$ cat src/rtl/bus_decoder_ws.sv
// CPU bus address decoder with per-slave wait-state or ready-handshake sequencing.
// Unmapped and timed-out accesses complete with ERR_DATA and latch a sticky error.
module bus_decoder_ws #(
    parameter int                        ADDR_WIDTH  = 25,
    parameter int                        HIGH_BIT    = 24,
    parameter int                        SEL_HI      = 19,
    parameter int                        SEL_LO      = 16,
    parameter int                        NUM_SLAVES  = 10,
    parameter logic [4*NUM_SLAVES-1:0]   WAIT_STATES = '0,
    parameter int                        TIMEOUT     = 255,
    parameter logic [31:0]               ERR_DATA    = 32'hDEADBEEF
) (
    input  logic                         clk,
    input  logic                         reset,
    input  logic [ADDR_WIDTH-1:0]        cpu_address,
    input  logic                         cpu_mem_valid,
    input  logic [3:0]                   cpu_wstrb,
    output logic                         cpu_mem_ready,
    output logic [31:0]                  cpu_rdata,
    output logic [NUM_SLAVES-1:0]        slave_en,
    output logic [NUM_SLAVES-1:0]        slave_write_en,
    output logic [3:0]                   slave_wstrb,
    input  logic [NUM_SLAVES-1:0]        slave_ready,
    input  logic [32*NUM_SLAVES-1:0]     slave_rdata,
    output logic                         bus_error,
    output logic [ADDR_WIDTH-1:0]        err_address,
    input  logic                         err_clear
);

    localparam int          IW     = (NUM_SLAVES > 1) ? $clog2(NUM_SLAVES) : 1;
    localparam int          SW     = SEL_HI - SEL_LO + 1;
    localparam logic [15:0] TO_LIM = 16'(TIMEOUT);

    typedef enum logic [2:0] {S_IDLE, S_ACCESS, S_DONE, S_ERROR, S_RECOVER} state_t;

    state_t                  state, state_n;
    logic [IW-1:0]           idx_q, dec_idx, idx_sel;
    logic                    dec_hit;
    logic [ADDR_WIDTH-1:0]   addr_q;
    logic [15:0]             cnt;
    logic [3:0]              ws_cur;
    logic                    handshake;
    logic [SW-1:0]           sel;
    logic [31:0]             sel_rdata;
    logic                    sel_ready;
    logic [NUM_SLAVES-1:0]   en_n;
    logic [3:0]              wstrb_sel;

    assign sel       = cpu_address[SEL_HI:SEL_LO];
    assign ws_cur    = WAIT_STATES[{idx_q, 2'b00} +: 4];
    assign handshake = (ws_cur == 4'hF);
    assign sel_rdata = slave_rdata[{idx_q, 5'b00000} +: 32];
    assign sel_ready = slave_ready[idx_q];

    always_comb begin
        dec_idx = '0;
        dec_hit = 1'b0;
        if (cpu_address[HIGH_BIT]) begin
            dec_idx = IW'(NUM_SLAVES - 1);
            dec_hit = 1'b1;
        end else if (int'(sel) < NUM_SLAVES - 1) begin
            dec_idx = IW'(sel);
            dec_hit = 1'b1;
        end
    end

    always_comb begin
        state_n = state;
        case (state)
            S_IDLE:    if (cpu_mem_valid) state_n = dec_hit ? S_ACCESS : S_ERROR;
            S_ACCESS: begin
                if (handshake) begin
                    if (sel_ready)          state_n = S_DONE;
                    else if (cnt >= TO_LIM) state_n = S_ERROR;
                end else if (cnt == {12'b0, ws_cur}) begin
                    state_n = S_DONE;
                end
            end
            S_DONE:    state_n = S_RECOVER;
            S_ERROR:   state_n = S_RECOVER;
            S_RECOVER: state_n = S_IDLE;
            default:   state_n = S_IDLE;
        endcase
    end

    // Enables are registered off the next state so they rise on ACCESS entry
    // and fall on the same edge that leaves ACCESS.
    always_comb begin
        idx_sel   = (state == S_IDLE) ? dec_idx : idx_q;
        wstrb_sel = (state == S_IDLE) ? cpu_wstrb : slave_wstrb;
        en_n      = '0;
        if (state_n == S_ACCESS) en_n[idx_sel] = 1'b1;
    end

    assign cpu_mem_ready = (state == S_DONE) || (state == S_ERROR);

    always_ff @(posedge clk) begin
        if (reset) begin
            state          <= S_IDLE;
            idx_q          <= '0;
            addr_q         <= '0;
            cnt            <= '0;
            cpu_rdata      <= '0;
            slave_en       <= '0;
            slave_write_en <= '0;
            slave_wstrb    <= '0;
            bus_error      <= 1'b0;
            err_address    <= '0;
        end else begin
            state          <= state_n;
            slave_en       <= en_n;
            slave_write_en <= en_n & {NUM_SLAVES{wstrb_sel != 4'b0}};

            if (state == S_IDLE && cpu_mem_valid) begin
                idx_q       <= dec_idx;
                addr_q      <= cpu_address;
                slave_wstrb <= cpu_wstrb;
                cnt         <= '0;
            end else if (state == S_ACCESS && cnt != 16'hFFFF) begin
                cnt <= cnt + 16'd1;
            end

            if (state == S_ACCESS && state_n == S_DONE) cpu_rdata <= sel_rdata;

            // Error set takes priority over a same-cycle clear.
            if (state_n == S_ERROR) begin
                cpu_rdata <= ERR_DATA;
                bus_error <= 1'b1;
                if (!bus_error)
                    err_address <= (state == S_IDLE) ? cpu_address : addr_q;
            end else if (err_clear) begin
                bus_error <= 1'b0;
            end
        end
    end

endmodule
$ cat config.mk
export PLATFORM = sky130hd
export DESIGN_NAME = bus_decoder_ws
export DESIGN_NICKNAME = d
export VERILOG_FILES = /design/src/rtl/bus_decoder_ws.sv
export SDC_FILE = /design/constraint.sdc
export NUM_CORES = 1
export LEC_CHECK = 0
export CORE_AREA = 2 2 175 177
export CTS_CLUSTER_SIZE = 16
export DETAILED_ROUTE_END_ITERATION = 8
export DIE_AREA = 0 0 177 179
export MAX_ROUTING_LAYER = met4
export REMOVE_ABC_BUFFERS = 1
export SYNTH_ARGS = -nofsm -noshare
export SYNTH_HDL_FRONTEND = slang
export SYNTH_SLANG_ARGS = --single-unit
$ cat constraint.sdc
create_clock -name clk -period 3.3 [get_ports clk]
set_input_delay 0.66 -clock clk [delete_from_list [all_inputs] [get_ports clk]]
set_output_delay 0.66 -clock clk [all_outputs]
set_load 0.01 [all_outputs]
==> summary.txt, run 1 <==
#FFs+latches synth -> 128
Leak -> 4.33 nW
Worst Max-Slew Pin Slew -> 1.02 ns
Met2 Usage GRT -> 33.9%
Fillcell total -> 3023
Worst Hold Slack -> 0.453 ns
Reg2Reg Setup Slack -> 0.64 ns
Top post-synthesis cells by area -> dfxtp_1 (34%), mux4_2 (12%), mux2i_1 (7.6%)
Unique cell type count in the Yosys netlist -> 47
Final Skew -> 0.0151 ns
Min Tclk post-route -> 2.66 ns
Sw Ratio -> 29.2%
Via count -> 8357
Final GP Congestion -> 0.858
CTS max path bufs -> 2
Crit. End Element -> register
Yosys Warn Count -> 0
Seq. cell area -> 0.00257 mm^2
Initial core utilization -> 24.9%
CP top delay family -> compound AO/OA/AOI/OAI gates
HPWL after detailed placement -> 27600 um
Critical Path End -> cpu_rdata[15]$_SDFFE_PP0P_
Post-synthesis cell count -> 894
Non-filler cells, final -> 1711
Largest net degree at the start of global routing -> 54
Hold-fix buffers, CTS -> 0
CTS resizes -> 0
Sequential share of power -> 33.9%
Hold WC Path Type -> register to register
Die Ht -> 179 um
Met3 usage -> 5.39%
Largest fanout on the critical path -> 19
Seq/Total Area, Yosys -> 34.2%
First-pass DRT Iterations -> 5
Number of global-route vias before repair -> 8077
Core Footprint -> 0.0300 mm^2
Post-DR vias/cell -> 4.88
Final core occ -> 42.9%
Ports -> 446
Setup TNS -> 0 ns
Initial antenna violation count -> 10
Stages on the worst setup path -> 6
Dpl cells -> 1671
Synth top cells by count -> nor2_1 (151), dfxtp_1 (128), nand2_1 (118)
Peak VDD IR -> 0.329 mV
Synth area leader -> dfxtp_1
Worst stage delay on the critical path -> 0.80 ns
CP Cell Sequence -> nand2_1, buf_4, a211oi_1, a2111oi_0, nor3_1, a211oi_1
GRT Total Usage -> 21.4%
Antenna Violating Nets Remaining -> 0
Num Clock Sinks -> 128
Die width -> 177 um
Global route hottest layer -> met2
Combinational share of power -> 28.1%
Met1 Use GR -> 26.9%
Final #Nets -> 1659
RSZ-0062 raised after global routing -> no
Max_slew headroom -> 32.0%
1st-iter DRT viols -> 545
PD cells -> 397 mW/mm^2
Worst skew pair latency -> 0.43 ns
Final hold vios -> 0
Final setup vio count -> 0
Max-slew violations -> 0
Rows -> 64
Setup crit start -> idx_q[2]$_SDFFE_PP0P_
Reg-to-reg endpoint -> cpu_rdata[15]$_SDFFE_PP0P_
Multi-input logic area -> 0.00458 mm^2
Cts bufs inserted -> 17
Slowest cell on crit path -> a2111oi_0
Critical path class -> register to register
Internal -> 3.62 mW
Crit path DAT -> 2.99 ns
Status -> finished, final reports clean
Post-CTS setup buffers -> 0
Switching power total -> 1.49 mW
CTS clk-pin slew, worst paths -> 0.06 ns
Final period util -> 80.7%
Worst Reg-to-Reg Cells -> 6
Dominant synthesized flop cell -> dfxtp_1
Clock share of power -> 38.0%
CTS tree -> yes
WL/cell -> 20.3 um
P&R area growth vs syn -> 71.8%
Overall routed net length -> 34800 um
Crit start category -> register
Count leader, synth -> nor2_1
Drc violations -> 0
CTS Root Cell -> clkbuf_16
Ys async rst share -> 0%
Global-route wire length before repair -> 48800 um
Critical Path RT -> 3.63 ns
Die area -> 0.0317 mm^2
Mapped Area -> 0.00749 mm^2
Layout cells sized above 1 -> 8.11%
Max-cap violations -> 0
I/O Buffers -> 435
Worst path bufs/invs -> 1
Max Freq -> 375 MHz
Number of flops mapped to enable cells by yosys -> 0
Syn_area_per_cell -> 8.38 um^2
Grt ovf -> 0
Reg2reg start -> idx_q[2]$_SDFFE_PP0P_
CP most frequent cell -> a211oi_1
Post-synth top area share -> 34.2%
H-tree depth -> 4
-- power groups by stage --
stage | clock (mW) | sequential, mW | combinational (mW)
2_1_floorplan | 0 | 1.83 | 0.525
3_5_place_dp | 0 | 1.77 | 1.44
3_3_place_gp | 0 | 1.77 | 1.44
5_1_grt | 2.06 | 1.75 | 1.55
6_report | 1.94 | 1.74 | 1.44
4_1_cts | 2.00 | 1.74 | 1.45
-- how the worst min path moves through the flow --
stage / startpoint / end / cells past startpoint / slack, ns
2_1_floorplan: addr_q[0]$_SDFFE_PP0P_ / addr_q[0]$_SDFFE_PP0P_ / 2 / 0.43
3_3_place_gp: addr_q[9]$_SDFFE_PP0P_ / addr_q[9]$_SDFFE_PP0P_ / 2 / 0.44
3_5_place_dp: addr_q[0]$_SDFFE_PP0P_ / addr_q[0]$_SDFFE_PP0P_ / 2 / 0.45
4_1_cts: addr_q[0]$_SDFFE_PP0P_ / addr_q[0]$_SDFFE_PP0P_ / 2 / 0.46
5_1_grt: addr_q[0]$_SDFFE_PP0P_ / addr_q[0]$_SDFFE_PP0P_ / 2 / 0.47
6_report: addr_q[1]$_SDFFE_PP0P_ / addr_q[1]$_SDFFE_PP0P_ / 2 / 0.45
-- layout make-up --
class	count	share of cell area [%]
multi-input cells	681	35.6
repair buffers	462	35.6
flip-flops and latches	128	20.0
well taps	396	3.85
clock buffers	19	3.53
clock inverters	13	1.17
diodes	8	0.156
inverters	4	0.117
-- kinds of logic after synthesis --
logic type               share of synthesized area [%]
flip-flops                                        34.2
AND/OR/NAND/NOR                                   23.5
multiplexers                                      19.3
buffers and inverters                             4.71
adder cells (fa/ha/maj)                          0.334
XOR/XNOR                                          1.40
AO/OA/AOI/OAI                                     16.5
-- metal layers --
layer | part of all wire, % | vias to the layer above | wire length (um)
met5 | 0 | - | 0
li1 | - | 4071 | -
met4 | 1.6 | 0 | 548
met3 | 7.2 | 25 | 2490
met2 | 48 | 334 | 16900
met1 | 43 | 3927 | 14900
-- stage by stage --
stage                     worst slack, ns  cell area [um^2]  power, mW
final                               0.635             12900       5.11
after global routing                0.558             12900       5.36
after CTS                           0.646             12800       5.18
after detailed placement            0.349             12200       3.21
after global placement              0.411             12200       3.20
after floorplan                     -1.33              7150       2.35
-- registers in the layout (all words and copies together), names as in the netlist --
| name | count |
|---|---|
| state | 3 |
| slave_en | 10 |
| cnt | 16 |
| idx_q | 4 |
| bus_error | 1 |
| cpu_rdata | 32 |
| addr_q | 23 |
| slave_write_en | 10 |
| err_address | 25 |
| slave_wstrb | 4 |
-- cells in the final DEF, fill, tap and decap left out, types with 5 or more instances in the layout --
cell             netlist  routed
a2111oi_0             25      25
a211oi_1              51      51
a21oi_1               52      52
a311oi_1              23      23
buf_4                  4      26
clkbuf_16              0      18
clkdlybuf4s50_1        0     434
dfxtp_1              128     125
diode_2                0       8
mux2i_1               57      57
mux4_2                39      39
nand2_1              118     118
nand3_1                8       8
nand4_1                7       7
nor2_1               151     151
nor2b_1               29      28
nor3_1                40      39
nor4_1                 9       9
o21ai_0               18      18
xnor2_1                7       7
xor2_1                 5       5
-- worst reg2reg max path, stage by stage (launching register included) --
cell       delay [ns]
dfxtp_2          0.50
nand2_1          0.50
buf_4            0.30
a211oi_1         0.08
a2111oi_0        0.80
nor3_1           0.14
a211oi_1         0.26
(Power assumes the default switching activity.)
==> run 2, diff against run 1 <==
--- a/config.mk
+++ b/config.mk
@@ -5,10 +5,10 @@
 export SDC_FILE = /design/constraint.sdc
 export NUM_CORES = 1
 export LEC_CHECK = 0
-export CORE_AREA = 2 2 175 177
+export CORE_AREA = 2 2 173 175
 export CTS_CLUSTER_SIZE = 16
 export DETAILED_ROUTE_END_ITERATION = 8
-export DIE_AREA = 0 0 177 179
+export DIE_AREA = 0 0 175 177
 export MAX_ROUTING_LAYER = met4
 export REMOVE_ABC_BUFFERS = 1
 export SYNTH_ARGS = -nofsm -noshare
==> constraint.sdc (replaced) <==
create_clock -name clk -period 2.2 [get_ports clk]
set_input_delay 0.44 -clock clk [delete_from_list [all_inputs] [get_ports clk]]
set_output_delay 0.44 -clock clk [all_outputs]
set_load 0.01 [all_outputs]
==> run 2 against run 1 <==
Effect of this change:
- non-clock buffer count increased by 40
- fmax is 28% higher
- power increased by 54%
- clock skew shrank 0.0074 ns
- first-iteration DRC count rose by 1.8%
- register-to-register slack lost 0.51 ns
- largest cell class is now buffers
- highest routed layer unchanged
==> summary.txt, run 2 (same netlist as run 1, synthesis figures left out) <==
Final GP Congestion -> 0.847
Dpl cells -> 1700
Max-slew violations -> 0
Die Ht -> 177 um
Number of global-route vias before repair -> 8332
Final Skew -> 0.00770 ns
Final hold vios -> 0
Max-cap violations -> 0
Ports -> 446
First-pass DRT Iterations -> 5
Antenna Violating Nets Remaining -> 0
Num Clock Sinks -> 128
Sequential share of power -> 32.7%
Crit path DAT -> 2.41 ns
Crit. End Element -> register
Peak VDD IR -> 0.495 mV
Drc violations -> 0
Global-route wire length before repair -> 49600 um
Status -> finished, final reports clean
GRT Total Usage -> 22.0%
HPWL after detailed placement -> 27400 um
Critical Path RT -> 2.53 ns
WL/cell -> 20.2 um
Final #Nets -> 1699
Layout cells sized above 1 -> 11.4%
Cts bufs inserted -> 17
Post-DR vias/cell -> 4.91
Via count -> 8574
Die area -> 0.0310 mm^2
Worst Max-Slew Pin Slew -> 0.685 ns
Largest Register -> cpu_rdata
Rows -> 63
RSZ-0062 raised after global routing -> no
Initial antenna violation count -> 7
H-tree depth -> 4
Max reg flops -> 32
Crit start category -> register
Max Freq -> 481 MHz
Sw Ratio -> 29.0%
Final setup vio count -> 0
Clock share of power -> 37.9%
Die width -> 175 um
P&R area growth vs syn -> 78.5%
Switching power total -> 2.29 mW
Most common cell after layout, fill and taps aside -> clkdlybuf4s50_1
Overall routed net length -> 35300 um
Worst skew pair latency -> 0.41 ns
Grt ovf -> 0
I/O Buffers -> 435
Combinational share of power -> 29.4%
Non-filler cells, final -> 1746
Core Footprint -> 0.0292 mm^2
Hold WC Path Type -> input port to register
Final period util -> 94.5%
CTS Root Cell -> clkbuf_16
Min Tclk post-route -> 2.08 ns
Biggest regs -> cpu_rdata x32, err_address x25, addr_q x23
DP Worst Slack -> -0.457 ns
Leak -> 4.61 nW
Largest fanout on the critical path -> 16
Max_slew headroom -> 54.3%
CTS max path bufs -> 2
Initial core utilization -> 25.6%
CTS tree -> yes
Most frequent cells in the layout -> clkdlybuf4s50_1 (433), nor2_1 (151), dfxtp_1 (125)
Critical path class -> register to register
Internal -> 5.60 mW
Hold-fix buffers, CTS -> 0
Total power -> 7.90 mW
1st-iter DRT viols -> 555
Largest net degree at the start of global routing -> 84
PD cells -> 591 mW/mm^2
Setup ws final -> 0.121 ns
CTS clk-pin slew, worst paths -> 0.06 ns
## run 2: layout make-up
| cell class | instances | area, um^2 |
|---|---|---|
| well taps | 390 | 488 |
| diodes | 9 | 22.5 |
| clock inverters | 15 | 198 |
| multi-input cells | 681 | 4620 |
| fillers | 2851 | 15900 |
| flip-flops and latches | 128 | 2570 |
| repair buffers | 502 | 5030 |
| inverters | 4 | 15.0 |
| clock buffers | 17 | 425 |
## run 2: worst max-delay path: stages (launching register included)
cell and delay [ns]:
dfxtp_2 0.43, buf_4 0.34, mux4_2 0.25, nor2_1 0.04, a2111oi_1 0.49, buf_4 0.20
nor3_1 0.05, a211oi_1 0.19
## run 2: path summary, 6_finish.rpt
check | end | startpoint | depth (start not counted) | slack (ns)
setup reg to reg | cpu_rdata[9]$_SDFFE_PP0P_ | idx_q[2]$_SDFFE_PP0P_ | 7 | 0.12
hold / removal | state[1]$_SDFF_PP0_ | reset | 2 | 0.30
setup / recovery | cpu_rdata[9]$_SDFFE_PP0P_ | idx_q[2]$_SDFFE_PP0P_ | 7 | 0.12
hold reg to reg | addr_q[15]$_SDFFE_PP0P_ | addr_q[15]$_SDFFE_PP0P_ | 2 | 0.45
## run 2: what timing repair did
action                     4_1_cts  5_1_grt
pin swaps                        0        4
setup endpoints to repair        5       41
setup buffers                    0        1
cloned                           0        4
gates resized for setup          3       13
## run 2: per-layer routing
layer	up-vias	share of wire [%]	wire (um)	track usage, %
li1	4153	-	-	-
met1	4093	42	14700	27.3
met2	311	50	17600	35.1
met3	17	7.3	2560	6.44
met4	0	0.92	323	5.69
met5	-	0	0	-
## run 2: power by group through the flow
stage | Sequential [mW] | Clock [mW] | Combinational, mW
2_1_floorplan | 2.74 | 0 | 0.788
3_3_place_gp | 2.63 | 0 | 2.27
3_5_place_dp | 2.63 | 0 | 2.28
4_1_cts | 2.58 | 3.06 | 2.29
5_1_grt | 2.60 | 3.17 | 2.50
6_report | 2.58 | 2.99 | 2.32
## run 2: through the flow
step / setup TNS [ns] / hold slack, ns / util (%) / cell area (um^2)
floorplan: -176.92 / 0.431 / - / 7150
global placement: -23.70 / 0.441 / 43.0 / 12600
detailed placement: -26.98 / 0.447 / 43.0 / 12600
CTS: 0 / 0.282 / 45.2 / 13200
global route: 0 / 0.281 / 45.7 / 13400
finish: 0 / 0.295 / 45.7 / 13400
